## src/rtl/dj8_pkg.sv

```systemverilog
// Shared definitions for the banked DJ8 register file: default sizes, reset value,
// copy-engine states and register-pair index helpers.
package dj8_pkg;

  localparam int unsigned DefaultDw       = 8;
  localparam int unsigned DefaultNregs    = 8;
  localparam logic [7:0]  DefaultResetVal = 8'h80;

  typedef enum logic {StIdle, StCopy} copy_state_e;

  // Pair p is {reg[2p], reg[2p+1]}: even register holds the high byte.
  function automatic int unsigned pair_hi_idx(input int unsigned p);
    return 2 * p;
  endfunction

  function automatic int unsigned pair_lo_idx(input int unsigned p);
    return 2 * p + 1;
  endfunction

endpackage

```

## src/rtl/dj8_regbank.sv

```systemverilog
// One bank of NREGS x DW registers with a per-register write enable and a flat output.
module dj8_regbank
  import dj8_pkg::*;
#(
  parameter int unsigned    DW        = DefaultDw,
  parameter int unsigned    NREGS     = DefaultNregs,
  parameter logic [DW-1:0]  RESET_VAL = DW'(DefaultResetVal)
) (
  input  logic                clk_i,
  input  logic                rst_ni,
  input  logic [NREGS-1:0]    we_i,
  input  logic [NREGS*DW-1:0] wd_i,
  output logic [NREGS*DW-1:0] regs_o
);

  logic [NREGS*DW-1:0] regs_q;

  for (genvar i = 0; i < NREGS; i++) begin : g_reg
    always_ff @(posedge clk_i or negedge rst_ni) begin
      if (!rst_ni) begin
        regs_q[i*DW +: DW] <= RESET_VAL;
      end else if (we_i[i]) begin
        regs_q[i*DW +: DW] <= wd_i[i*DW +: DW];
      end
    end
  end

  assign regs_o = regs_q;

endmodule

```

## src/rtl/dj8_regfile_banked.sv

```systemverilog
// Dual-bank DJ8 register file: bank select, write arbitration, pair arithmetic and
// the active-to-shadow copy engine with write-through.
module dj8_regfile_banked
  import dj8_pkg::*;
#(
  parameter int unsigned   DW        = DefaultDw,
  parameter int unsigned   NREGS     = DefaultNregs,
  parameter logic [DW-1:0] RESET_VAL = DW'(DefaultResetVal),
  localparam int unsigned  AW        = $clog2(NREGS),
  localparam int unsigned  NPAIRS    = NREGS / 2,
  localparam int unsigned  PW        = $clog2(NPAIRS)
) (
  input  logic                     clk,
  input  logic                     reset_n,
  input  logic [AW-1:0]            ra_addr,
  input  logic [AW-1:0]            rb_addr,
  output logic [DW-1:0]            ra_data,
  output logic [DW-1:0]            rb_data,
  input  logic                     we,
  input  logic [AW-1:0]            wa,
  input  logic [DW-1:0]            wd,
  input  logic [PW-1:0]            pair_sel,
  input  logic                     pair_we,
  input  logic [2*DW-1:0]          pair_wd,
  input  logic                     pair_inc,
  input  logic                     pair_dec,
  input  logic                     swap_req,
  input  logic                     copy_req,
  output logic [DW-1:0]            acc,
  output logic [NPAIRS*2*DW-1:0]   pairs,
  output logic                     bank,
  output logic                     busy,
  output logic                     done
);

  logic [NREGS*DW-1:0] bank0_regs, bank1_regs, wd_flat;
  logic [NREGS-1:0]    bank0_we, bank1_we, act_we, shd_we, copy_onehot;
  logic [DW-1:0]       act    [NREGS];
  logic [DW-1:0]       act_wd [NREGS];

  logic                bank_q, bank_d, done_q, done_d;
  copy_state_e         state_q, state_d;
  logic [AW-1:0]       k_q, k_d;

  logic [AW-1:0]       hi_idx, lo_idx;
  logic [2*DW-1:0]     pair_cur, pair_res;
  logic                pair_arith;

  for (genvar i = 0; i < NREGS; i++) begin : g_unpack
    assign act[i]                 = bank_q ? bank1_regs[i*DW +: DW] : bank0_regs[i*DW +: DW];
    assign wd_flat[i*DW +: DW]    = act_wd[i];
  end

  for (genvar p = 0; p < NPAIRS; p++) begin : g_pairs
    assign pairs[p*2*DW +: 2*DW] = {act[2*p], act[2*p+1]};
  end

  assign hi_idx     = AW'(pair_hi_idx(32'(pair_sel)));
  assign lo_idx     = AW'(pair_lo_idx(32'(pair_sel)));
  assign pair_cur   = {act[hi_idx], act[lo_idx]};
  assign pair_arith = pair_inc ^ pair_dec;
  assign pair_res   = pair_inc ? pair_cur + (2*DW)'(1) : pair_cur - (2*DW)'(1);

  // Later assignments override earlier ones: arithmetic > pair load > byte write.
  always_comb begin
    act_we = '0;
    act_wd = act;
    if (we) begin
      act_we[wa] = 1'b1;
      act_wd[wa] = wd;
    end
    if (pair_we) begin
      act_we[hi_idx] = 1'b1;
      act_we[lo_idx] = 1'b1;
      act_wd[hi_idx] = pair_wd[2*DW-1:DW];
      act_wd[lo_idx] = pair_wd[DW-1:0];
    end
    if (pair_arith) begin
      act_we[hi_idx] = 1'b1;
      act_we[lo_idx] = 1'b1;
      act_wd[hi_idx] = pair_res[2*DW-1:DW];
      act_wd[lo_idx] = pair_res[DW-1:0];
    end
  end

  // Both banks share one data bus: unwritten entries carry the current active value,
  // so the copy slot and any write-through land correctly with write-through winning.
  assign copy_onehot = {{(NREGS-1){1'b0}}, 1'b1} << k_q;
  assign shd_we      = (state_q == StCopy) ? (act_we | copy_onehot) : '0;
  assign bank0_we    = bank_q ? shd_we : act_we;
  assign bank1_we    = bank_q ? act_we : shd_we;

  dj8_regbank #(
    .DW        (DW),
    .NREGS     (NREGS),
    .RESET_VAL (RESET_VAL)
  ) u_bank0 (
    .clk_i  (clk),
    .rst_ni (reset_n),
    .we_i   (bank0_we),
    .wd_i   (wd_flat),
    .regs_o (bank0_regs)
  );

  dj8_regbank #(
    .DW        (DW),
    .NREGS     (NREGS),
    .RESET_VAL (RESET_VAL)
  ) u_bank1 (
    .clk_i  (clk),
    .rst_ni (reset_n),
    .we_i   (bank1_we),
    .wd_i   (wd_flat),
    .regs_o (bank1_regs)
  );

  always_comb begin
    state_d = state_q;
    k_d     = k_q;
    bank_d  = bank_q;
    done_d  = 1'b0;
    unique case (state_q)
      StIdle: begin
        if (swap_req) begin
          bank_d = ~bank_q;
        end else if (copy_req) begin
          state_d = StCopy;
          k_d     = '0;
        end
      end
      StCopy: begin
        k_d = k_q + AW'(1);
        if (k_q == AW'(NREGS - 1)) begin
          state_d = StIdle;
          done_d  = 1'b1;
        end
      end
      default: state_d = StIdle;
    endcase
  end

  always_ff @(posedge clk or negedge reset_n) begin
    if (!reset_n) begin
      state_q <= StIdle;
      k_q     <= '0;
      bank_q  <= 1'b0;
      done_q  <= 1'b0;
    end else begin
      state_q <= state_d;
      k_q     <= k_d;
      bank_q  <= bank_d;
      done_q  <= done_d;
    end
  end

  assign ra_data = act[ra_addr];
  assign rb_data = act[rb_addr];
  assign acc     = act[0];
  assign bank    = bank_q;
  assign busy    = (state_q == StCopy);
  assign done    = done_q;

endmodule

```

## config.mk

```make
export PLATFORM = sky130hd
export DESIGN_NAME = dj8_regfile_banked
export DESIGN_NICKNAME = d
export VERILOG_FILES = /design/src/rtl/dj8_pkg.sv /design/src/rtl/dj8_regbank.sv /design/src/rtl/dj8_regfile_banked.sv
export SDC_FILE = /design/constraint.sdc
export NUM_CORES = 1
export LEC_CHECK = 0
export CAP_MARGIN = 20
export CORE_ASPECT_RATIO = 0.8
export CORE_UTILIZATION = 53
export CTS_BUF_LIST = sky130_fd_sc_hd__clkbuf_4 sky130_fd_sc_hd__clkbuf_8
export CTS_CLUSTER_SIZE = 16
export DETAILED_ROUTE_END_ITERATION = 6
export PLACE_DENSITY = 0.77
export SLEW_MARGIN = 0
export SYNTH_ARGS = -nofsm -noshare
export SYNTH_HDL_FRONTEND = slang
export SYNTH_HIERARCHICAL = 1
export SYNTH_SLANG_ARGS = --single-unit
```

## constraint.sdc

```tcl
create_clock -name clk -period 4.1 [get_ports clk]
set_input_delay 0.82 -clock clk [delete_from_list [all_inputs] [get_ports clk]]
set_output_delay 0.82 -clock clk [all_outputs]
set_load 0.03 [all_outputs]
```

==> qor.yml, run 1 <==
global_route:
  grt_pass1_wl_um: 59800
  antenna_found_initial: 0
  grt_remaining_overflow: 0
  grt.total_usage: 0.386
  grt_pass1_vias: 9655
  grt_start_max_net_pins: 88
outcome:
  status: "complete, but fails checks"
  violations: "design-rule violations"
worst_setup_path:
  crit_type: "flip-flop to flip-flop"
  cp.required_ns: 4.46
  path_max_fanout: 7
  crit_chain: "buf_4 -> mux2i_1 -> inv_1 -> mux4_2 -> ha_1 -> o21ai_0 -> o21ai_1 -> a2111oi_2 -> buf_4 -> or3_1 -> xor2_2 -> a21oi_1 -> mux2_4"
  cp-start-kind: "flip-flop"
  crit_arrival_ns: 4.41
  slowest_delay_ns: 0.55
  crit_top_cell: "buf_4"
  worstSetupEndpointType: "flip-flop"
  critPathSlowestCell: "dfrtp_4"
sta:
  worstMarginPinSlew_ns: 1.04
  fmax_mhz: 247
  min_period_over_period: 0.988
  fin_skew_ns: 0.0198
  holdWs_ns: 0.410
  setup_viol: 0
  min_period_ns: 4.05
  hold_violations: 0
  finalMaxSlewViolations: 0
  relSlewSlack: 0.304
yosys:
  async_flop_share: 1.00
  syn_avg_cell_area_sq_um: 10.6
  synth_flop_cell: "dfrtp_1"
  ys_seq_area_frac: 0.306
  synthesis.area_sq_um: 11000
  ys_warn_count: 6
  syn_nets: 1106
  yosysUniqueCellTypes: 55
  synth_seq_cells: 134
  synth_edf_count: 0
  syn_inst: 1040
die:
  die-width_um: 163
  die_y_um: 131
  core-area_sq_um: 20100
  num_io_pins: 134
  start_util: 0.548
  num_rows: 46
  dieArea_sq_um: 21400
routing:
  wl_per_cell_um: 26.5
  routed_wl_um: 40300
  first_pass_iters: 7
  drc: 1
  ant_nets: 0
  via_per_inst: 6.58
  drt_iter0_markers: 1183
  vias: 10000
clocking:
  cts.sink_count: 134
  cts_tree: "yes"
  clk_pin_slew_ns: 0.10
  cts-buffers-inserted: 17
  clk_latency_ns: 0.48
  h-tree-depth: 4
  cts_root_buf: "clkbuf_8"
  cts_max_path_buffers: 2
  postCtsHoldBufs: 0
finish:
  drive_gt1_frac: 0.361
  final_util: 0.690
  final_nets: 1309
  syn_to_final_growth_pct: 25.9
  diodes: 0
  stdcell_count: 1520
place:
  numPlacedInstances: 1486
  portBuffers: 133
  hpwl_um: 30700
  place_congestion: 1.04
run:
  drv_cap: 0
worst_hold_path:
  hp-class: "input pin to asynchronous set/reset pin"
final timing paths:
check / slack, ns / cells after the start / from / endpoint
max: 0.05 / 13 / bank / u_bank0/regs_o[4]
max in group asynchronous: 2.86 / 2 / reset_n / u_bank1/regs_o[47]
max reg2reg: 0.05 / 13 / bank / u_bank0/regs_o[4]
min reg2reg: 0.51 / 1 / u_bank0/regs_o[33] / u_bank0/regs_o[33]
min in group clk: 0.51 / 1 / u_bank0/regs_o[33] / u_bank0/regs_o[33]
min: 0.41 / 1 / reset_n / u_bank1/regs_o[19]
through the flow:
stage,TNS (ns),setup WS (ns),area (sq um)
6_report,0,0.0481,13900
4_1_cts,0,0.0325,13800
2_1_floorplan,0,0.0140,11100
3_3_place_gp,-22.46,-0.473,13400
5_1_grt,-0.00174,-0.00114,13900
3_5_place_dp,-27.92,-0.487,13400
cell usage after synthesis, drive strengths merged (5+ instances only):
cell,n,area [sq um]
a31oi,9,56.3
mux2i,67,671
clkbuf,59,223
o21ai,33,165
mux2,159,2270
a211oi,72,546
mux4,49,1110
nor2b,5,31.3
nor2,111,417
dfstp,16,420
a21oi,104,524
dfrtp,118,2950
nand2,37,139
inv,42,158
nand3,13,77.6
ha,22,275
buf,43,348
nor4,6,37.5
xnor2,11,96.3
a21o,5,37.5
nor3,6,30.0
placed cells by master, fill, tap and decap left out, drive strengths merged, types with 5 or more instances in the layout:
cell,instances
a211oi,72
a21o,5
a21oi,104
a31oi,9
buf,170
clkbuf,19
clkdlybuf4s50,116
dfrtp,118
dfstp,16
ha,22
inv,49
mux2,159
mux2i,67
mux4,49
nand2,37
nand3,13
nor2,111
nor2b,5
nor3,6
nor4,6
o21ai,33
xnor2,11
logic make-up (layout without fill, tap and decap cells):
group | Yosys count | in the layout | synth area share
buffers and inverters | 144 | 360 | 0.0661
muxes | 275 | 275 | 0.368
adders and majority gates | 23 | 23 | 0.0268
AOI/OAI and AO/OA | 241 | 241 | 0.134
xor gates and xnor gates | 14 | 14 | 0.0111
DFF | 134 | 134 | 0.306
and+or+nand+nor | 209 | 209 | 0.0877
metal layers:
| metal | up-vias | part of all wire | GRT usage |
|---|---|---|---|
| li1 | 4225 | - | - |
| met1 | 4838 | 0.40 | 0.535 |
| met2 | 811 | 0.41 | 0.556 |
| met3 | 134 | 0.15 | 0.125 |
| met4 | 0 | 0.043 | 0.153 |
| met5 | - | 0 | 0 |
layout make-up:
cell class	instances	area [sq um]
Sequential cell	134	3380
Inverter	42	158
Clock inverter	13	135
Fill cell	1498	6220
Multi-Input combinational cell	762	7020
Timing Repair Buffer	286	2590
Tap cell	264	330
Clock buffer	19	255
sequential cells by signal, indices dropped and copies added, names as in the netlist:
name,cells
bank,1
u_bank1/regs_o,64
k_q,3
done,1
u_bank0/regs_o,64
busy,1
worst max-delay path: cells and delay by family (launching register included):
| family | cells | cell delay (ns) |
|---|---|---|
| AOI/OAI and AO/OA | 4 | 0.62 |
| xor gates and xnor gates | 1 | 0.26 |
| adders and majority gates | 1 | 0.32 |
| buffers and inverters | 3 | 0.48 |
| DFF | 1 | 0.55 |
| muxes | 3 | 1.29 |
| and+or+nand+nor | 1 | 0.41 |
timing repair:
action,4_1_cts,5_1_grt
pin swaps,0,4
gates resized for setup,3,17
setup endpoints to repair,16,38
buffers inserted,0,2
Power of run 1 is not shown: default switching activity piles up to over one toggle a cycle in this logic, so the estimate is an artifact.
==> inputs of run 2 (changes only) <==
Settings changed: CAP_MARGIN 20 to unset, CORE_MARGIN set to 10.
==> qor.yml, run 2 (synthesis results as in run 1) <==
outcome:
  status: "complete, but fails checks"
  violations: "design-rule violations"
routing:
  first_pass_iters: 7
  ant_nets: 0
  drt_iter0_markers: 1304
  drc: 29
  wl_per_cell_um: 26.8
  routed_wl_um: 40600
  vias: 9807
  via_per_inst: 6.48
worst_setup_path:
  path_max_fanout: 12
  critPathSlowestCell: "dfrtp_4"
  crit_chain: "buf_4 -> mux2i_2 -> inv_2 -> mux4_2 -> fa_1 -> a211oi_2 -> o21ai_1 -> a2111oi_1 -> or3_1 -> xor2_2 -> a21oi_1 -> mux2_4"
  worst-path-buf-inv: 2
  cp.required_ns: 4.45
  crit_arrival_ns: 4.34
  worstSetupEndpointType: "flip-flop"
  slowest_delay_ns: 0.58
  cp-start-kind: "flip-flop"
  crit_type: "flip-flop to flip-flop"
  critPathTopFamily: "multiplexers"
finish:
  fill_cells: 1571
  syn_to_final_growth_pct: 25.8
  final_area_sq_um: 13900
  final_cell_mix: "buf_4, mux2_4, dfrtp_1"
  drive_gt1_frac: 0.357
  diodes: 0
  final_common_cell: "buf_4"
  final_nets: 1298
global_route:
  grt.total_usage: 0.294
  grt_start_max_net_pins: 75
  grt_remaining_overflow: 0
  grt_pass1_wl_um: 60800
  grt_pass1_vias: 9747
  antenna_found_initial: 2
place:
  hpwl_um: 30800
  portBuffers: 133
  placed_area_sq_um: 13300
  place_congestion: 1.01
worst_hold_path:
  hp-class: "input pin to asynchronous set/reset pin"
die:
  start_util: 0.535
  num_rows: 47
  dieArea_sq_um: 27000
  die-width_um: 181
  core-area_sq_um: 20600
  num_io_pins: 134
  die_y_um: 149
clocking:
  h-tree-depth: 4
  cts_tree: "yes"
  cts-buffers-inserted: 17
  clk_latency_ns: 0.48
  postCtsHoldBufs: 0
  clk_pin_slew_ns: 0.09
  cts.sink_count: 134
  cts_root_buf: "clkbuf_8"
  cts_max_path_buffers: 2
sta:
  worstMarginPinSlew_ns: 1.00
  finalMaxSlewViolations: 0
  relSlewSlack: 0.326
  hold_violations: 0
  fin_skew_ns: 0.0146
  setup_viol: 0
  min_period_ns: 3.99
  fmax_mhz: 251
  min_period_over_period: 0.973
run:
  drv_cap: 0
## run 2: cell count changes in the layout (fill, tap and decap cells not counted), moves of 2 or more
| cell | previous run | this run |
|---|---|---|
| a31oi_1 | 7 | 9 |
| a31oi_2 | 2 | 0 |
| buf_12 | 12 | 10 |
| buf_4 | 157 | 146 |
| bufinv_16 | 1 | 4 |
| inv_6 | 6 | 2 |
| mux2i_1 | 61 | 55 |
| mux2i_2 | 5 | 11 |
| nor2_2 | 2 | 0 |
## run 2: layout make-up
class | count | area (sq um) | area share
Clock buffer | 19 | 255 | 0.0184
Clock inverter | 13 | 196 | 0.0142
Inverter | 42 | 158 | 0.0114
Multi-Input combinational cell | 762 | 7020 | 0.507
Sequential cell | 134 | 3380 | 0.244
Tap cell | 269 | 337 | 0.0243
Timing Repair Buffer | 275 | 2510 | 0.181
## run 2: worst reg2reg max path, stage by stage, from the launching register on
cell,delay (ns)
dfrtp_4,0.58
buf_4,0.19
mux2i_2,0.41
inv_2,0.09
mux4_2,0.52
fa_1,0.43
a211oi_2,0.23
o21ai_1,0.14
a2111oi_1,0.40
or3_1,0.21
xor2_2,0.25
a21oi_1,0.15
mux2_4,0.28
## run 2: path summary, 6_finish.rpt
kind	from	slack, ns	to	depth (start not counted)
max	bank	0.11	u_bank0/regs_o[4]	12
min	reset_n	0.34	u_bank1/regs_o[6]	1
max reg2reg	bank	0.11	u_bank0/regs_o[4]	12
min reg2reg	u_bank0/regs_o[46]	0.51	u_bank0/regs_o[46]	1
max in group asynchronous	reset_n	2.94	u_bank1/regs_o[31]	2
min in group clk	u_bank0/regs_o[46]	0.51	u_bank0/regs_o[46]	1
## run 2: what timing repair did
item / in CTS / in global routing
endpoints found under the setup margin: 4 / 53
pin swaps: 0 / 2
gates resized for setup: 1 / 23
cloned: 0 / 0
setup buffers: 0 / 6
## run 2: per-layer routing
metal  part of all wire  global-route usage  routed length, um
met5            0.00022                   0                  9
met4              0.043               0.130               1750
met2               0.42               0.425              17200
met1               0.41               0.398              16700
met3               0.12              0.0895               4850
## run 2: per-stage QoR
step | util | TNS, ns | cells | hold slack (ns) | setup slack, ns
after floorplan | - | 0 | 1040 | 0.476 | 0.0140
after global placement | 0.645 | -15.64 | 1476 | 0.487 | -0.383
after detailed placement | 0.645 | -20.97 | 1476 | 0.489 | -0.462
after CTS | 0.667 | 0 | 1508 | 0.363 | 0.00442
after global routing | 0.673 | -0.00945 | 1514 | 0.365 | -0.00512
final | 0.673 | 0 | 1514 | 0.338 | 0.111
Power of run 2 is left out for the same reason.
==> inputs of run 3 (changes only) <==
Settings changed: SLEW_MARGIN 0 to 20.
==> results of run 3 <==
Same layout as run 2: the final DEF is identical, and so are final timing and power.
Power of run 3 is left out for the same reason.
